$ cat src/rtl/rom_req_ctrl.sv
// rtl/rom_req_ctrl.sv - ROM read front end: line buffer plus SDRAM demand-fetch FSM
// Optional next-word prefetch buffer is compiled in when ROM_PREFETCH_EN is defined.
module rom_req_ctrl #(
  parameter int ADDR_W = 24
) (
  input  logic              MCLK,
  input  logic              RESET,
  input  logic [ADDR_W-1:0] ROM_ADDR,
  input  logic              ROM_CE_N,
  input  logic              ROM_OE_N,
  input  logic              ROM_WORD,
  output logic [15:0]       ROM_Q,
  output logic [ADDR_W-2:0] MEM_ADDR,
  output logic              MEM_REQ,
  input  logic              MEM_ACK,
  input  logic [15:0]       MEM_Q,
  output logic              BUSY
);

  localparam int WA_W = ADDR_W - 1;

`ifdef ROM_PREFETCH_EN
  typedef enum logic [1:0] {ST_IDLE, ST_REQ, ST_WAIT, ST_PREF} state_t;
`else
  typedef enum logic [1:0] {ST_IDLE, ST_REQ, ST_WAIT} state_t;
`endif

  state_t            state;
  state_t            state_nx;
  logic [WA_W-1:0]   word_addr;
  logic              rd_en;
  logic              line_hit;
  logic              pf_hit;
  logic              demand;
  logic              fetching;
  logic              addr_moved;
  logic              fill_ok;
  logic              stale;
  logic              line_valid;
  logic [WA_W-1:0]   line_tag;
  logic [15:0]       line_data;
  logic [7:0]        sel_byte;

  assign word_addr  = ROM_ADDR[ADDR_W-1:1];
  assign rd_en      = !ROM_CE_N && !ROM_OE_N;
  assign line_hit   = rd_en && line_valid && (line_tag == word_addr);
  assign fetching   = (state == ST_REQ) || (state == ST_WAIT);
  // A demand fill is kept only if the mapper is still reading the word we asked for.
  assign addr_moved = rd_en && (word_addr != MEM_ADDR);
  assign fill_ok    = fetching && MEM_ACK && !stale && !addr_moved;
  assign sel_byte   = ROM_ADDR[0] ? line_data[15:8] : line_data[7:0];

`ifdef ROM_PREFETCH_EN
  logic              pf_valid;
  logic [WA_W-1:0]   pf_tag;
  logic [15:0]       pf_data;

  assign pf_hit = rd_en && !line_hit && pf_valid && (pf_tag == word_addr) && (state == ST_IDLE);
`else
  assign pf_hit = 1'b0;
`endif

  assign demand = rd_en && !line_hit && !pf_hit;

  always_ff @(posedge MCLK or posedge RESET) begin
    if (RESET) begin
      state <= ST_IDLE;
    end else begin
      state <= state_nx;
    end
  end

  always_comb begin
    state_nx = state;
    case (state)
      ST_IDLE: begin
        if (demand) begin
          state_nx = ST_REQ;
        end
      end
      ST_REQ, ST_WAIT: begin
        if (MEM_ACK) begin
`ifdef ROM_PREFETCH_EN
          state_nx = fill_ok ? ST_PREF : ST_IDLE;
`else
          state_nx = ST_IDLE;
`endif
        end else begin
          state_nx = ST_WAIT;
        end
      end
`ifdef ROM_PREFETCH_EN
      ST_PREF: begin
        if (MEM_ACK) begin
          state_nx = ST_IDLE;
        end
      end
`endif
      default: state_nx = ST_IDLE;
    endcase
  end

  always_comb begin
    MEM_REQ = (state != ST_IDLE);
    BUSY    = !RESET && ((state != ST_IDLE) || demand);
  end

  always_ff @(posedge MCLK or posedge RESET) begin
    if (RESET) begin
      MEM_ADDR   <= '0;
      stale      <= 1'b0;
      line_valid <= 1'b0;
      line_tag   <= '0;
      line_data  <= '0;
      ROM_Q      <= '0;
`ifdef ROM_PREFETCH_EN
      pf_valid   <= 1'b0;
      pf_tag     <= '0;
      pf_data    <= '0;
`endif
    end else begin
      if ((state == ST_IDLE) && demand) begin
        MEM_ADDR <= word_addr;
        stale    <= 1'b0;
      end else if (fetching && addr_moved) begin
        stale    <= 1'b1;
      end

      if (fill_ok) begin
        line_valid <= 1'b1;
        line_tag   <= MEM_ADDR;
        line_data  <= MEM_Q;
      end

`ifdef ROM_PREFETCH_EN
      // Next word wraps naturally at the word-address width.
      if (fill_ok) begin
        MEM_ADDR <= MEM_ADDR + WA_W'(1);
      end
      if ((state == ST_PREF) && MEM_ACK) begin
        pf_valid <= 1'b1;
        pf_tag   <= MEM_ADDR;
        pf_data  <= MEM_Q;
      end
      if (pf_hit) begin
        line_valid <= 1'b1;
        line_tag   <= pf_tag;
        line_data  <= pf_data;
        pf_valid   <= 1'b0;
      end
`endif

      if (line_hit) begin
        ROM_Q <= ROM_WORD ? line_data : {sel_byte, sel_byte};
      end
    end
  end

endmodule

$ cat config.mk
export PLATFORM = sky130hd
export DESIGN_NAME = rom_req_ctrl
export DESIGN_NICKNAME = d
export VERILOG_FILES = /design/src/rtl/rom_req_ctrl.sv
export SDC_FILE = /design/constraint.sdc
export NUM_CORES = 1
export LEC_CHECK = 0
export ABC_AREA = 1
export BUFFER_PORTS_ARGS = -buffer_cell sky130_fd_sc_hd__buf_2
export CAP_MARGIN = 0
export CORE_MARGIN = 1
export CORE_UTILIZATION = 50
export DETAILED_ROUTE_END_ITERATION = 8
export GPL_TIMING_DRIVEN = 0
export PLACE_DENSITY = 0.84
export SLEW_MARGIN = 30
export SYNTH_ARGS = -nofsm -noshare
export SYNTH_HDL_FRONTEND = slang
export SYNTH_SLANG_ARGS = --single-unit
$ cat constraint.sdc
create_clock -name MCLK -period 2 [get_ports MCLK]
set_input_delay 0.1 -clock MCLK [delete_from_list [all_inputs] [get_ports MCLK]]
set_output_delay 0.1 -clock MCLK [all_outputs]
set_load 0.03 [all_outputs]
==> summary.md <==
| Metric | Value |
|---|---|
| Outcome | `finished, final reports clean` |
| Critical path class | `reg2out` |
| Syn Area/Cell | `about 6.9 µm²` |
| Global-route usage over all layers | `a little over a quarter` |
| Data required, critical path | `1.90 ns` |
| Ys async rst share | `100%` |
| Top delay family on crit path | `simple AND/OR/NAND/NOR gates` |
| Seq cells post-synth | `82` |
| DR vias | `approximately 4,400` |
| Fillers | `776` |
| Nets | `~810` |
| Worst Hold Depth | `3` |
| Vias per inst | `about 5.1` |
| Per-cell routed wire length | `13.3 µm` |
| Layout area overhead | `23.3%` |
| HP Class | `in2reg` |
| CP endpoint kind | `primary output` |
| Final setup vio count | `0` |
| Post-route clock period utilization | `96.9%` |
| Seq/Total Area, Yosys | `a little under half` |
| Buf/Inv on CP | `2` |
| Die Span X | `between 90 and 100 µm` |
| Core ar. | `~0.0086 mm²` |
| Clk Latency, worst-skew pair | `approximately 0.35 ns` |
| Worst Path Max Fanout | `4` |
| Syn Nets | `between 600 and 700` |
| Critical R2R Capture | `line_data[8]` |
| Synth top area share | `a little under half` |
| Post-DP HPWL | `around 8.5 mm` |
| Vias in the first global route | `around 4,100` |
| Buffers added on ports | `between 80 and 90` |
| CP Launch Type | `flop` |
| Area leader, netlist | `dfrtp_1` |
| Number of buffers created by CTS | `9` |
| Antenna-violating nets left | `0` |
| Cell repeated most along the worst path | `nor2_1` |
| DRC violations left | `0` |
| Slew @ Worst Pin | `about 0.54 ns` |
| Setup WS post-layout | `~0.06 ns` |
| Antenna Cells | `0` |
| Netlist cell types | `17` |
| Row cnt | `34` |
| Count of final hold-check violations | `0` |
| Max-cap violations | `0` |
| Synth top cells by count | `272 x nand2_1, 101 x inv_1, 82 x dfrtp_1` |
| R2R setup slack | `0.11 ns` |
| Crit-path max cell delay | `roughly 0.40 ns` |
| Pwr dens | `1240 mW/mm²` |
| Worst Min Path Start | `MEM_Q[9]` |
| Most common cell in the netlist | `nand2_1` |
| Mapped Cells | `645` |
| Total power | `6.77 mW` |
| Rel. slew slack | `about 64%` |
| Longest Clk Path Bufs | `2` |
| Register area | `approximately 0.0021 mm²` |
| Htree depth | `3` |
| Routability Congestion | `around 0.85` |
| Initial Util | `between 50 and 60%` |
| # IOs | `between 80 and 90` |
| CP max stage cell | `dfrtp_1` |
| Die Y | `slightly below 100 µm` |
| Clock Tree Root | `clkbuf_8` |
| Pre-CTS setup slack | `-0.0618 ns` |
| Pins Over Slew Limit | `0` |
| F_max | `about 520 MHz` |
| Leakage | `between 3 and 4 nW` |
| Global route overflow | `0` |
| WP data arrival | `roughly 1.8 ns` |
| Critical Path, Cell by Cell | `xor2_1 > nor2_1 > nand2_1 > nor2_1 > nand3_2 > buf_6 > nand2_4 > a21oi_1 > buf_4` |
| DRT Wirelength | `between 10 and 15 mm` |
| Largest net degree at the start of global routing | `28` |
| Reg2Reg Depth | `11` |
| Top post-synthesis cells by area | `dfrtp_1 46%, nand2_1 23%, inv_1 8.5%` |
| Post-synth EDFFs | `0` |
| First-pass GRT wire length | `18.5 mm` |
| Final core occ | `63.3%` |
| Netlist Area Pre-Place | `~0.0044 mm²` |
| Max IR drop VDD | `roughly 0.00067 V` |
| # clock sinks | `82` |
| Fin crit period | `1.94 ns` |
| WHS Endpoint | `line_data[9]` |
| First-pass iteration count of the detailed router | `6` |
| Clk slew on worst S/H paths | `0.08 ns` |
| Synth Flop Type | `dfrtp_1` |
| TritonCTS clock tree | `yes` |
| Ys Warns | `0` |
| Fraction of layout cells with a size suffix above 1 | `between 15 and 20%` |
| Starting DRT DRC Count | `about 180` |
| Initial antenna violation count | `0` |
| Crit Reg-Reg Startpoint | `MEM_ADDR[22]` |
| Die area | `0.00925 mm²` |
| Clock skew | `slightly above 0.01 ns` |
| Multi-input logic area | `0.00189 mm²` |
-- worst max-delay path by stage --
stage	start	endpoint	slack, ns	cells after the start
CTS	line_tag[5]	BUSY	0.005	10
floorplan	state[1]	line_data[0]	0.33	8
global placement	state[1]	line_data[9]	-0.01	8
finish	line_tag[8]	BUSY	0.06	9
detailed placement	state[1]	line_data[9]	-0.06	8
global route	line_tag[8]	BUSY	-0.01	9
-- placed cells by master (no fill, tap or decap), drive strengths merged, types with 2 or more instances in the layout --
| cell type | count |
|---|---|
| nand4 | 23 |
| nor2 | 39 |
| dfrtp | 82 |
| xor2 | 10 |
| dlygate4sd3 | 15 |
| nand3 | 45 |
| xnor2 | 2 |
| clkinv | 2 |
| a21oi | 10 |
| o21ai | 32 |
| inv | 101 |
| clkbuf | 22 |
| nand2 | 272 |
| buf | 107 |
-- per-stage QoR --
step	area, µm²	TNS, ns	hold slack, ns	cells
after floorplan	4440	0	0.245	645
final	5470	0	0.0158	873
after detailed placement	5070	-0.342	0.0998	841
after global routing	5470	-0.0128	0.0105	873
after CTS	5440	0	0.00387	872
after global placement	5000	-0.0482	0.330	838
-- power breakdown --
group          switching [mW]  internal (mW)  total (mW)
Combinational            1.83          0.906        2.74
Clock                   0.597          0.647        1.24
Sequential              0.551           2.24        2.79
-- routing by layer --
layer  vias up  wire length, µm  GRT usage (%)
li1       2188                -              -
met1      2073             5160           34.4
met2       139             5710           44.8
met3        23              508           3.24
met4         0              219           10.2
met5         -                0              0
-- flip-flops by register name, summed over array words and instances, names as in the netlist --
name and count:
line_tag 23, MEM_ADDR 23, stale 1, state 2, ROM_Q 16, line_valid 1, line_data 16
-- area by class of cell --
| class | count | area share, % |
|---|---|---|
| Buffer | 28 | 2.72 |
| Timing Repair Buffer | 104 | 11.9 |
| Tap cell | 108 | 2.47 |
| Clock inverter | 4 | 0.892 |
| Inverter | 101 | 7.00 |
| Sequential cell | 82 | 37.5 |
| Multi-Input combinational cell | 434 | 34.6 |
| Clock buffer | 12 | 2.84 |
-- what timing repair did --
item                                    CTS  global route
gates cloned                              0             0
resized for setup                         7            18
endpoints found under the setup margin   11            40
setup buffers                             0             1
endpoints found under the hold margin    51             0
pin swaps                                 0             6
hold buffers                             15             0
-- cells by family (layout without fill, tap and decap cells) --
logic type / Yosys count / after routing / share of synthesized area [%]
buffers and inverters: 129 / 249 / 11.6
AO/OA/AOI/OAI: 42 / 42 / 4.74
XOR/XNOR: 12 / 12 / 2.37
flip-flops: 82 / 82 / 46.2
AND/OR/NAND/NOR: 379 / 379 / 34.8
adder cells (fa/ha/maj): 1 / 1 / 0.282
-- worst reg2reg max path: stages, from the launching register on --
cell and delay [ns]:
dfrtp_2 0.46, nand2_1 0.08, nand2_1 0.07, nor2_1 0.18
nand2_1 0.09, nor2_2 0.16, nand3_1 0.11, nand2_1 0.12
buf_4 0.20, buf_4 0.19, nand3_1 0.09, nand2_1 0.09
Power figures use the tool's default switching activity.
